**src/rtl/cpu_pkg.sv**
```systemverilog
// Shared mini-CPU definitions: instruction field layout, ALU opcodes, sequencer states.
package cpu_pkg;

  localparam int unsigned OP_MSB = 7;
  localparam int unsigned OP_LSB = 6;
  localparam int unsigned WR_MSB = 5;
  localparam int unsigned WR_LSB = 4;
  localparam int unsigned R1_MSB = 3;
  localparam int unsigned R1_LSB = 2;
  localparam int unsigned R2_MSB = 1;
  localparam int unsigned R2_LSB = 0;
  localparam int unsigned INSTR_BITS = OP_MSB + 1;

  typedef enum logic [1:0] {
    ALU_ADD = 2'd0,
    ALU_SUB = 2'd1,
    ALU_AND = 2'd2,
    ALU_OR  = 2'd3
  } alu_op_e;

  typedef enum logic [1:0] {
    IDLE  = 2'd0,
    FETCH = 2'd1,
    ISSUE = 2'd2,
    DONE  = 2'd3
  } state_e;

  typedef struct packed {
    logic [1:0] alu_op;
    logic [1:0] write_reg;
    logic [1:0] read_reg1;
    logic [1:0] read_reg2;
  } instr_t;

  // Split a raw instruction word into its decoded fields.
  function automatic instr_t decode_instr(input logic [INSTR_BITS-1:0] word);
    instr_t f;
    f.alu_op    = word[OP_MSB:OP_LSB];
    f.write_reg = word[WR_MSB:WR_LSB];
    f.read_reg1 = word[R1_MSB:R1_LSB];
    f.read_reg2 = word[R2_MSB:R2_LSB];
    return f;
  endfunction

endpackage

```
**src/rtl/prog_sequencer_if.sv**
```systemverilog
// Decoded-instruction handshake between the sequencer and the execution side.
interface prog_sequencer_if;
  logic       instr_valid;
  logic       instr_ready;
  logic [1:0] alu_op;
  logic [1:0] write_reg;
  logic [1:0] read_reg1;
  logic [1:0] read_reg2;
  logic       reg_write;

  modport master (
    output instr_valid, alu_op, write_reg, read_reg1, read_reg2, reg_write,
    input  instr_ready
  );

  modport slave (
    input  instr_valid, alu_op, write_reg, read_reg1, read_reg2, reg_write,
    output instr_ready
  );
endinterface

```
**src/rtl/prog_mem.sv**
```systemverilog
// Program store: synchronous write, synchronous read with enable; contents are never reset.
module prog_mem #(
  parameter int unsigned ADDR_W  = 4,
  parameter int unsigned INSTR_W = 8
) (
  input  logic               clk,
  input  logic               we,
  input  logic [ADDR_W-1:0]  waddr,
  input  logic [INSTR_W-1:0] wdata,
  input  logic               re,
  input  logic [ADDR_W-1:0]  raddr,
  output logic [INSTR_W-1:0] rdata
);
  localparam int unsigned DEPTH = 1 << ADDR_W;

  logic [INSTR_W-1:0] mem [DEPTH];

  // Same-edge read sees the pre-write contents.
  always_ff @(posedge clk) begin
    if (we) mem[waddr] <= wdata;
    if (re) rdata <= mem[raddr];
  end
endmodule

```
**src/rtl/prog_sequencer.sv**
```systemverilog
// Program sequencer: runs a host-loaded program, issuing decoded instructions over valid/ready.
module prog_sequencer
  import cpu_pkg::*;
#(
  parameter int unsigned ADDR_W  = 4,
  parameter int unsigned INSTR_W = 8
) (
  input  logic               clk,
  input  logic               reset,
  input  logic               load_en,
  input  logic [ADDR_W-1:0]  load_addr,
  input  logic [INSTR_W-1:0] load_data,
  input  logic [ADDR_W:0]    prog_len,
  input  logic               start,
  prog_sequencer_if.master   ibus,
  output logic [ADDR_W-1:0]  pc,
  output logic               busy,
  output logic               done
);
  localparam int unsigned LEN_W = ADDR_W + 1;
  localparam logic [LEN_W-1:0] MAX_LEN = LEN_W'(1) << ADDR_W;

  state_e             state, state_next;
  logic [LEN_W-1:0]   len_q, len_d;
  logic [ADDR_W-1:0]  pc_d;
  instr_t             fields_q, fields_d;
  logic               valid_q, valid_d;
  logic               busy_d, done_d;
  logic               rd_en;
  logic [ADDR_W-1:0]  rd_addr;
  logic [INSTR_W-1:0] rd_data;
  logic               accept_c;
  logic               last_c;
  logic [LEN_W-1:0]   len_in_c;

  // The next word is read one cycle ahead so it is waiting in the memory register during FETCH.
  prog_mem #(
    .ADDR_W  (ADDR_W),
    .INSTR_W (INSTR_W)
  ) u_mem (
    .clk   (clk),
    .we    (load_en),
    .waddr (load_addr),
    .wdata (load_data),
    .re    (rd_en),
    .raddr (rd_addr),
    .rdata (rd_data)
  );

  assign accept_c = valid_q & ibus.instr_ready;
  assign last_c   = (LEN_W'(pc) == (len_q - LEN_W'(1)));
  assign len_in_c = (prog_len > MAX_LEN) ? MAX_LEN : prog_len;

  // State register.
  always_ff @(posedge clk or negedge reset) begin
    if (!reset) state <= IDLE;
    else        state <= state_next;
  end

  // Next-state logic.
  always_comb begin
    state_next = state;
    case (state)
      IDLE: begin
        if (start) state_next = (prog_len == '0) ? DONE : FETCH;
      end
      FETCH: state_next = ISSUE;
      ISSUE: begin
        if (accept_c) state_next = last_c ? DONE : FETCH;
      end
      DONE:    state_next = IDLE;
      default: state_next = IDLE;
    endcase
  end

  // Next values for pc, length, fields and status outputs, plus the memory read request.
  always_comb begin
    len_d    = len_q;
    pc_d     = pc;
    fields_d = fields_q;
    valid_d  = valid_q;
    rd_en    = 1'b0;
    rd_addr  = pc;
    case (state)
      IDLE: begin
        if (start) begin
          len_d   = len_in_c;
          pc_d    = '0;
          rd_en   = (prog_len != '0);
          rd_addr = '0;
        end
      end
      FETCH: begin
        fields_d = decode_instr(rd_data);
        valid_d  = 1'b1;
      end
      ISSUE: begin
        if (accept_c) begin
          valid_d = 1'b0;
          if (last_c) begin
            pc_d = '0;
          end else begin
            pc_d    = pc + ADDR_W'(1);
            rd_en   = 1'b1;
            rd_addr = pc + ADDR_W'(1);
          end
        end
      end
      default: ;
    endcase
    busy_d = (state_next == FETCH) || (state_next == ISSUE);
    done_d = (state_next == DONE);
  end

  // Output and datapath registers.
  always_ff @(posedge clk or negedge reset) begin
    if (!reset) begin
      pc       <= '0;
      len_q    <= '0;
      fields_q <= '0;
      valid_q  <= 1'b0;
      busy     <= 1'b0;
      done     <= 1'b0;
    end else begin
      pc       <= pc_d;
      len_q    <= len_d;
      fields_q <= fields_d;
      valid_q  <= valid_d;
      busy     <= busy_d;
      done     <= done_d;
    end
  end

  assign ibus.instr_valid = valid_q;
  assign ibus.alu_op      = fields_q.alu_op;
  assign ibus.write_reg   = fields_q.write_reg;
  assign ibus.read_reg1   = fields_q.read_reg1;
  assign ibus.read_reg2   = fields_q.read_reg2;
  assign ibus.reg_write   = accept_c;
endmodule

```
**src/flat_wrapper.sv**
```systemverilog
// flat-port wrapper written by rule: the top's interface ports become plain ports
module prog_sequencer_flat import cpu_pkg::*;
#(
  parameter int unsigned ADDR_W  = 4,
  parameter int unsigned INSTR_W = 8
)
  (clk, reset, load_en, load_addr, load_data, prog_len, start, pc, busy, done, ibus_instr_valid, ibus_alu_op, ibus_write_reg, ibus_read_reg1, ibus_read_reg2, ibus_reg_write, ibus_instr_ready);
  prog_sequencer_if ibus_i ();
  input  logic clk;
  input  logic reset;
  input  logic load_en;
  input  logic [ADDR_W-1:0] load_addr;
  input  logic [INSTR_W-1:0] load_data;
  input  logic [ADDR_W:0] prog_len;
  input  logic start;
  output logic [ADDR_W-1:0] pc;
  output logic busy;
  output logic done;
  output wire logic [$bits(ibus_i.instr_valid)-1:0] ibus_instr_valid;
  output wire logic [$bits(ibus_i.alu_op)-1:0] ibus_alu_op;
  output wire logic [$bits(ibus_i.write_reg)-1:0] ibus_write_reg;
  output wire logic [$bits(ibus_i.read_reg1)-1:0] ibus_read_reg1;
  output wire logic [$bits(ibus_i.read_reg2)-1:0] ibus_read_reg2;
  output wire logic [$bits(ibus_i.reg_write)-1:0] ibus_reg_write;
  input wire logic [$bits(ibus_i.instr_ready)-1:0] ibus_instr_ready;
  assign ibus_instr_valid = ibus_i.instr_valid;
  assign ibus_alu_op = ibus_i.alu_op;
  assign ibus_write_reg = ibus_i.write_reg;
  assign ibus_read_reg1 = ibus_i.read_reg1;
  assign ibus_read_reg2 = ibus_i.read_reg2;
  assign ibus_reg_write = ibus_i.reg_write;
  assign ibus_i.instr_ready = ibus_instr_ready;
  prog_sequencer #(.ADDR_W(ADDR_W), .INSTR_W(INSTR_W)) u_core (.clk(clk), .reset(reset), .load_en(load_en), .load_addr(load_addr), .load_data(load_data), .prog_len(prog_len), .start(start), .ibus(ibus_i), .pc(pc), .busy(busy), .done(done));
endmodule
```
**config.mk**
```make
export PLATFORM = sky130hd
export DESIGN_NAME = prog_sequencer_flat
export DESIGN_NICKNAME = d
export VERILOG_FILES = /design/src/rtl/cpu_pkg.sv /design/src/rtl/prog_sequencer_if.sv /design/src/rtl/prog_mem.sv /design/src/rtl/prog_sequencer.sv /design/src/flat_wrapper.sv
export SDC_FILE = /design/constraint.sdc
export NUM_CORES = 1
export LEC_CHECK = 0
export CORE_MARGIN = 4
export CORE_UTILIZATION = 49
export DETAILED_ROUTE_END_ITERATION = 7
export HOLD_SLACK_MARGIN = 0.1
export MAX_ROUTING_LAYER = met4
export PLACE_DENSITY = 0.75
export SYNTH_ARGS = -nofsm -noshare
export SYNTH_HDL_FRONTEND = slang
export SYNTH_SLANG_ARGS = --single-unit
export TNS_END_PERCENT = 30
```
**constraint.sdc**
```tcl
create_clock -name clk -period 10.3 [get_ports clk]
set_input_delay 1.03 -clock clk [delete_from_list [all_inputs] [get_ports clk]]
set_output_delay 1.03 -clock clk [all_outputs]
set_load 0.005 [all_outputs]
```
# Yosys cells after proc, flatten, opt, wreduce, memory -nomap -nowiden
# Memories as Yosys holds them, arrays and structs flattened. A register that Yosys moved wholly into a read port is not among the register bits.
# Index checks and enable logic that the tools add are counted.
# word_totals
register_bits	22
mem_bits_rw	128
in_bits	22
mem_count	1
# memory_table
name	depth	word_bits	rd	rd_clocked_by_memory_dff	wr	line	text
u_core.u_mem.mem	16	8	1	1	1	prog_mem.sv:16	logic [INSTR_W-1:0] mem [DEPTH];
# op_classes
add_sub_neg	2
magnitude_cmp	1
eq_ne	8
n_mux	21
bitwise	1
n_reduce_logical	9
# op_table
op	n
two-way mux 4 bit	5
one-hot mux 4 bit (2 select lines)	2
equality test 2 bit, second input constant	4
two-way mux 2 bit	4
one-hot mux 2 bit (4 select lines)	1
two-way mux 1 bit	6
AND reduction 2 bit	3
equality test 4 x 5 -> 1 bit	1
> comparator 5 bit, second input constant	1
zero test 5 bit	1
two-way mux 5 bit	1
nonzero test 5 bit	1
subtractor 5 x 1 -> 5 bit, second input constant	1
adder 4 x 1 -> 4 bit, second input constant	1
equality test 2 x 1 -> 1 bit, second input constant	2
one-hot mux 1 bit (2 select lines)	2
nonzero test 2 bit	2
zero test 2 bit	1
!= test 2 bit, second input constant	1
AND 1 bit	1
logical OR 1 bit	1

# Logic depth before layout (Yosys ltp)
# Gate-level depths: netlist of run 1.
# depth
ltp_word	7
depth_mapped	15
mapped_depth_nobuf	14

# By module
# From an unflattened synthesis of run 1, not the netlist that was laid out.
# hier_totals
cells_unflattened	336
hier_area_um2	6349.8
# by_module_without_submodules
module	n_inst	cells_each	area_each_um2
prog_mem	1	229	5227.5
prog_sequencer	1	107	1122.3

# Worst setup path before layout of run 1
# Ideal clock, no wire load.
# synth_timing
kind	reg2reg
start	register u_core.len_q[0]
end	register u_core.u_mem.rdata[1] (read register of u_core.u_mem.mem), data pin
setup_time_ns	0.274
arrival_ns	3.360
slack_ns	6.667
path_stages_with_launch	16
path_buffers	1
synth_period_minus_slack_ns	3.633
path_cell_list	dfrtp_1 -> inv_1 -> ha_1 -> xor2_1 -> o211a_1 -> o21ai_2 -> and3_4 -> inv_1 -> ha_1 -> or3_1 -> o21ai_0 -> a22o_1 -> clkbuf_1 -> mux4_2 -> a22oi_1 -> o221ai_1
# synth_via
elab_chain_len	5
# synth_rtl
element	line	text
start, declared	prog_sequencer.sv:24	logic [LEN_W-1:0] len_q, len_d;
start signal, assigned	prog_sequencer.sv:126	len_q <= len_d;
subtractor 5 x 1 -> 5 bit (*)	prog_sequencer.sv:51	assign last_c = (LEN_W'(pc) == (len_q - LEN_W'(1)));
equality test 4 x 5 -> 1 bit (*)	prog_sequencer.sv:51	
two-way mux 4 bit or two-way mux 1 bit (tied branches)	prog_sequencer.sv:100	if (last_c) begin
two-way mux 4 bit or two-way mux 1 bit (tied branches)	prog_sequencer.sv:98	if (accept_c) begin
one-hot mux 4 bit (2 select lines) or one-hot mux 1 bit (2 select lines) (tied branches)	prog_sequencer.sv:84	case (state)
end, declared	prog_mem.sv:12	output logic [INSTR_W-1:0] rdata
# Mark *: on every way between the ends. The rest lies on a longest branch, timed or not.
# A chain may end at the register's enable or synchronous reset.

# Worst setup path in the final report of run 1
# layout_timing
start	register u_core.len_q[0]
end	register u_core.u_mem.rdata[5] (read register of u_core.u_mem.mem), data pin
# Same word-level chain as after synthesis.

==> results.toml, run 1 <==
[outcome]
status = "completed"

[routing]
routed_wl_mm = 12.6
wl_per_cell_um = 21.5
num_vias = 3420
ant_nets = 0
drc = 0
drt-initial-drc-count = 304
via_per_inst = 5.83
drt_pass1_iterations = 5

[sta]
min_period_over_period = 0.393
drv_slew = 0
rsz0062_at_grt = "false"
fin_setup_tns_ps = 0
fin_crit_ps = 4050
fmax_mhz = 247
relSlewSlack = 0.337
finalSetupViolCount = 0
final-hold-violation-count = 0
tightest_slew_ps = 992
skew_ps = 9.48

[cts]
cts_tree = "built"
root_buffer = "clkbuf_16"
insertion_delay_ps = 420
path_clk_slew_ps = 60
post_cts_buffers = 0
htreeDepth = 4
postCtsHoldBufs = 0
cts_sinks = 158
cts-buffers-inserted = 17
clock_path_buffers = 2
cts_resized = 0

[floorplan]
coreArea_um2 = 12700
io_pins = 38
dieArea_um2 = 14900
start_util = 0.503
die_w_um = 122
fp-row-count = 41
die_h_um = 122

[global_routing]
antenna_found_initial = 0
grt_max_degree = 33
grt_overflow = 0
grt_pass1_wl_mm = 19.9
grt_use_total = 0.190
grt_pass1_vias = 3400

[worst_setup_path]
r2r_cells = 15
reg2reg_to = "u_core.u_mem.rdata[5]"
cp_data_arrival_time_ps = 4170
crit_type = "reg2reg"
reg2reg_from = "u_core.len_q[0]"
cp.required_ps = 10420
cp_max_fo = 32
worstSetupEndpointType = "flop"
start_kind = "flop"
rrSetupSlack_ps = 6250

[logic_synthesis]
synth_edf_count = 136
synth_area_um2 = 6400
synth.top_cell.area_share = 0.638
synth_mux_area_frac = 0.127
synth_seq_area_share = 0.725
synth.area.top_cells = "edfxtp_1 64%, mux4_2 11%, dfrtp_1 8.6%"
synth-adder-area-share = 0.00782
yosysWarnings = 0
synth_top_cell_by_area = "edfxtp_1"
syn_nets = 380
synth-xor-area-share = 0.00665
async_flop_share = 0.139
synth-main-ff-cell = "edfxtp_1"
ys_ff_latch = 158
yosys.area_share.simple = 0.0542
synth_top_family_by_area = "multiplexers"
synth_cell_types = 46
synth_compound_area_frac = 0.0548
syn_inst = 354
avgSynthCellArea_um2 = 18.1

[placement]
gp_congestion = 0.866
portBuffers = 37
place.detailed.hpwl_mm = 8.33

[finish]
diodes = 0
largest-register = "u_core.u_mem.mem"
nNetsFinal = 428
regArea_um2 = 4630
drive_gt1_frac = 0.200
multiInputGateArea_um2 = 1610
largest_reg_flops = 128
largestRegisters = "u_core.u_mem.mem x128, u_core.u_mem.rdata x8, u_core.len_q x5"
fill_cells = 983
areaGrowthSynthToFinish_pct = 17.2

[power_and_ir_drop]
power_density_nw_per_um2 = 249
p_total_uw = 1870
ir_drop_uv = 210
p_leak_uw = 0.00251

[hold_path]
worstHoldPathCells = 1
hp-class = "reg2reg"
holdPathEnd = "u_core.ibus.read_reg2[1]"
hp-start = "u_core.u_mem.rdata[1]"

[flow_run]
drv_cap = 0
report_power, final:
group	switching, uW	internal [uW]
Sequential	44.1	766
Clock	244	333
Combinational	243	238
Total	531	1340
metal layers:
layer | wire [um] | up-vias | track usage | part of all wire
met3 | 836 | 21 | 0.0465 | 0.066
met4 | 231 | 0 | 0.0672 | 0.018
met5 | 0 | - | - | 0
li1 | - | 1504 | - | -
met1 | 5050 | 1740 | 0.243 | 0.40
met2 | 6490 | 155 | 0.302 | 0.51
critical path, cell delays in order, from the launching register on:
cell	delay (ps)
dfrtp_1	420
inv_1	90
ha_1	250
xor2_1	150
o211a_1	220
o21ai_2	240
and3_4	280
inv_1	70
ha_1	260
or3_1	350
o21ai_0	80
a22o_1	160
buf_4	410
mux4_2	390
a22oi_1	190
o221ai_1	180
cell usage in the layout (no fill, tap or decap), types with 9 or more instances in the layout:
cell type and instances:
edfxtp_1 136, clkdlybuf4s50_1 37, mux4_2 32, inv_1 23, dfrtp_1 22, nor2_1 20
clkbuf_16 17, nand2_1 14, o21ai_0 12, o221ai_1 9
kinds of logic (layout without fill, tap and decap cells):
family                   count (synthesis)  in the layout
AO/OA/AOI/OAI                           45             45
XOR/XNOR                                 4              4
adder cells (fa/ha/maj)                  4              4
buffers and inverters                   36             97
flip-flops                             158            158
multiplexers                            40             40
AND/OR/NAND/NOR                         67             67
cells in the mapped netlist, drive strengths merged, types with 3 or more instances:
| library cell | instances |
|---|---|
| clkbuf | 4 |
| inv | 24 |
| buf | 8 |
| nor3 | 4 |
| o21ai | 14 |
| mux2 | 8 |
| nand3 | 3 |
| ha | 4 |
| o221ai | 9 |
| nand2b | 7 |
| dfrtp | 22 |
| mux4 | 32 |
| nor2 | 20 |
| a22oi | 8 |
| nand2 | 14 |
| nand3b | 5 |
| edfxtp | 136 |
| nor2b | 3 |
final cells by class:
cell class	count	area share
Clock buffer	19	0.0578
Timing Repair Buffer	41	0.0534
Multi-Input combinational cell	160	0.215
Sequential cell	158	0.618
Tap cell	172	0.0287
Clock inverter	13	0.0150
Inverter	24	0.0120
metrics by stage:
| step | utilization | instances | setup slack, ps | cell area (um^2) | hold slack (ps) |
|---|---|---|---|---|---|
| final | 0.589 | 587 | 6250 | 7500 | 471 |
| after global placement | 0.546 | 555 | 6280 | 6950 | 461 |
| after CTS | 0.589 | 587 | 6250 | 7500 | 474 |
| after global routing | 0.589 | 587 | 6020 | 7500 | 492 |
| after detailed placement | 0.546 | 555 | 6130 | 6950 | 461 |
| after floorplan | - | 354 | 6670 | 6400 | 454 |
worst max-delay path by stage:
stage | from | to | slack (ps) | cells after the start
final | u_core.len_q[0] | u_core.u_mem.rdata[5] | 6250 | 15
after global routing | u_core.len_q[0] | u_core.u_mem.rdata[5] | 6020 | 15
after CTS | u_core.len_q[0] | u_core.u_mem.rdata[5] | 6250 | 15
after detailed placement | start | u_core.u_mem.rdata[5] | 6130 | 10
after global placement | start | u_core.u_mem.rdata[0] | 6280 | 10
after floorplan | u_core.len_q[0] | u_core.u_mem.rdata[1] | 6670 | 15
No activity file was read; power rests on OpenSTA's default activity.
==> run 2, diff against run 1 <==
- PLACE_DENSITY: 0.75 -> 0.77
- clock period: 10.3 -> 3.65 ns (I/O delays scaled with it)
==> run 2 against run 1 <==
  * Via count increased by 1.1%
  * Sequential power grew to 2.8 times the previous value
  * Global-route usage up 0.30 points
  * Hold slack improved by 5.1 ps
  * Fmax is 17% higher
  * Highest routed layer unchanged
  * Setup slack lost 6100 ps
  * Largest cell class unchanged
  * First-iteration DRC count rose by 21%
  * Die area is the same
  * Utilization rose by 1.7 points
==> results.toml, run 2 (synthesis results as in run 1) <==
[outcome]
status = "completed"

[finish]
diodes = 0
final_area_um2 = 7710
final_cells = 598
areaGrowthSynthToFinish_pct = 20.5
regArea_um2 = 4630
drive_gt1_frac = 0.235
largest-register = "u_core.u_mem.mem"
multiInputGateArea_um2 = 1650
largestRegisters = "u_core.u_mem.mem x128, u_core.u_mem.rdata x8, u_core.len_q x5"
final_cell_mix = "136 x edfxtp_1, 37 x clkdlybuf4s50_1, 32 x mux4_2"
fill_cells = 939
layout_commonest_cell = "edfxtp_1"
largest_reg_flops = 128
nNetsFinal = 439

[power_and_ir_drop]
p_total_uw = 5610
ir_drop_uv = 504
power_density_nw_per_um2 = 727
p_leak_uw = 0.00260

[sta]
layout_setup_ws_ps = 192
fmax_mhz = 289
fin_crit_ps = 3460
final-hold-violation-count = 0
relSlewSlack = 0.112
min_period_over_period = 0.947
finalSetupViolCount = 0
drv_slew = 0
tightest_slew_ps = 1320
skew_ps = 6.10
rsz0062_at_grt = "true"

[routing]
drc = 0
routed_wl_mm = 12.9
drt-initial-drc-count = 369
ant_nets = 0
drt_pass1_iterations = 5
via_per_inst = 5.78
num_vias = 3459
wl_per_cell_um = 21.5

[cts]
cts_tree = "built"
postCtsHoldBufs = 0
cts-buffers-inserted = 17
clock_path_buffers = 2
insertion_delay_ps = 430
root_buffer = "clkbuf_16"
path_clk_slew_ps = 60
cts_sinks = 158
htreeDepth = 4

[worst_setup_path]
critPathTopFamily = "compound AO/OA/AOI/OAI gates"
crit_path_max_incr_delay_ps = 350
crit_slowest_cell = "dfrtp_1"
cp_max_fo = 13
cp.required_ps = 3790
rrSetupSlack_ps = 190
start_kind = "flop"
worstSetupEndpointType = "flop"
cp_data_arrival_time_ps = 3600
crit_type = "reg2reg"
path_buf_inv = 3
crit_chain = "inv_1 -> ha_1 -> xor2_1 -> o211a_1 -> o21ai_2 -> and3_4 -> inv_1 -> ha_1 -> or3_1 -> o21ai_0 -> a22o_2 -> buf_12 -> mux4_2 -> a22oi_1 -> o221ai_1"

[floorplan]
coreArea_um2 = 12700
fp-row-count = 41
dieArea_um2 = 14900
start_util = 0.503
die_h_um = 122
io_pins = 38
die_w_um = 122

[global_routing]
antenna_found_initial = 0
grt_overflow = 0
grt_pass1_wl_mm = 20.1
grt_use_total = 0.193
grt_pass1_vias = 3545
grt_max_degree = 26

[placement]
place.detailed.hpwl_mm = 8.28
placed_area_um2 = 7030
placedCellCount = 563
pre_cts_ws_ps = 45.3
portBuffers = 37
gp_congestion = 0.874

[hold_path]
hp-class = "reg2reg"

[flow_run]
drv_cap = 0
==> run 2: cell types whose count changed in the layout (fill, tap and decap cells not counted), sizes merged <==
cell / previous run / this run
buf: 4 / 14
bufinv: 1 / 3
clkbuf: 19 / 20
inv: 28 / 26
==> run 2: power by group <==
group | internal (uW) | switching, uW | leakage (uW)
Combinational | 802 | 743 | 0.000811
Clock | 1080 | 703 | 0.000285
Sequential | 2160 | 117 | 0.00151
==> run 2: routing by layer <==
metal / global-route usage / vias up / wire [um]
met2: 0.291 / 157 / 6340
met1: 0.254 / 1754 / 5350
met3: 0.0558 / 22 / 915
li1: - / 1526 / -
met5: - / - / 0
met4: 0.0714 / 0 / 257
==> run 2: cell type report <==
| cell class | count | area share |
|---|---|---|
| clock buffers | 19 | 0.0562 |
| clock inverters | 13 | 0.0213 |
| inverters | 24 | 0.0117 |
| multi-input cells | 160 | 0.213 |
| flip-flops and latches | 158 | 0.601 |
| well taps | 172 | 0.0279 |
| repair buffers | 52 | 0.0682 |
==> run 2: per-stage QoR <==
stage / hold WS, ps / util / TNS, ps
floorplan: 69.4 / - / 0
global placement: 459 / 0.552 / 0
detailed placement: 465 / 0.552 / 0
CTS: 479 / 0.599 / 0
global route: 497 / 0.606 / -107
finish: 476 / 0.606 / 0
==> run 2: worst reg2reg max path, stage by stage (launching register included) <==
cell and delay [ps]:
dfrtp_1 350, inv_1 60, ha_1 240, xor2_1 150
o211a_1 210, o21ai_2 140, and3_4 220, inv_1 60
ha_1 260, or3_1 340, o21ai_0 80, a22o_2 220
buf_12 160, mux4_2 300, a22oi_1 230, o221ai_1 170
==> run 2: final timing paths <==
path	startpoint	endpoint	cells past startpoint
setup / recovery	u_core.len_q[0]	u_core.u_mem.rdata[2]	15
hold / removal	u_core.u_mem.rdata[1]	u_core.ibus.read_reg2[1]	1
setup reg to reg	u_core.len_q[0]	u_core.u_mem.rdata[2]	15
hold reg to reg	u_core.u_mem.rdata[1]	u_core.ibus.read_reg2[1]	1
max in group asynchronous	reset	u_core.ibus.read_reg1[1]	1
min in group asynchronous	reset	u_core.len_q[4]	1
==> run 2: what timing repair did <==
item                       4_1_cts  5_1_grt
resized for setup                0        9
setup buffers                    0        2
setup endpoints to repair        0        8
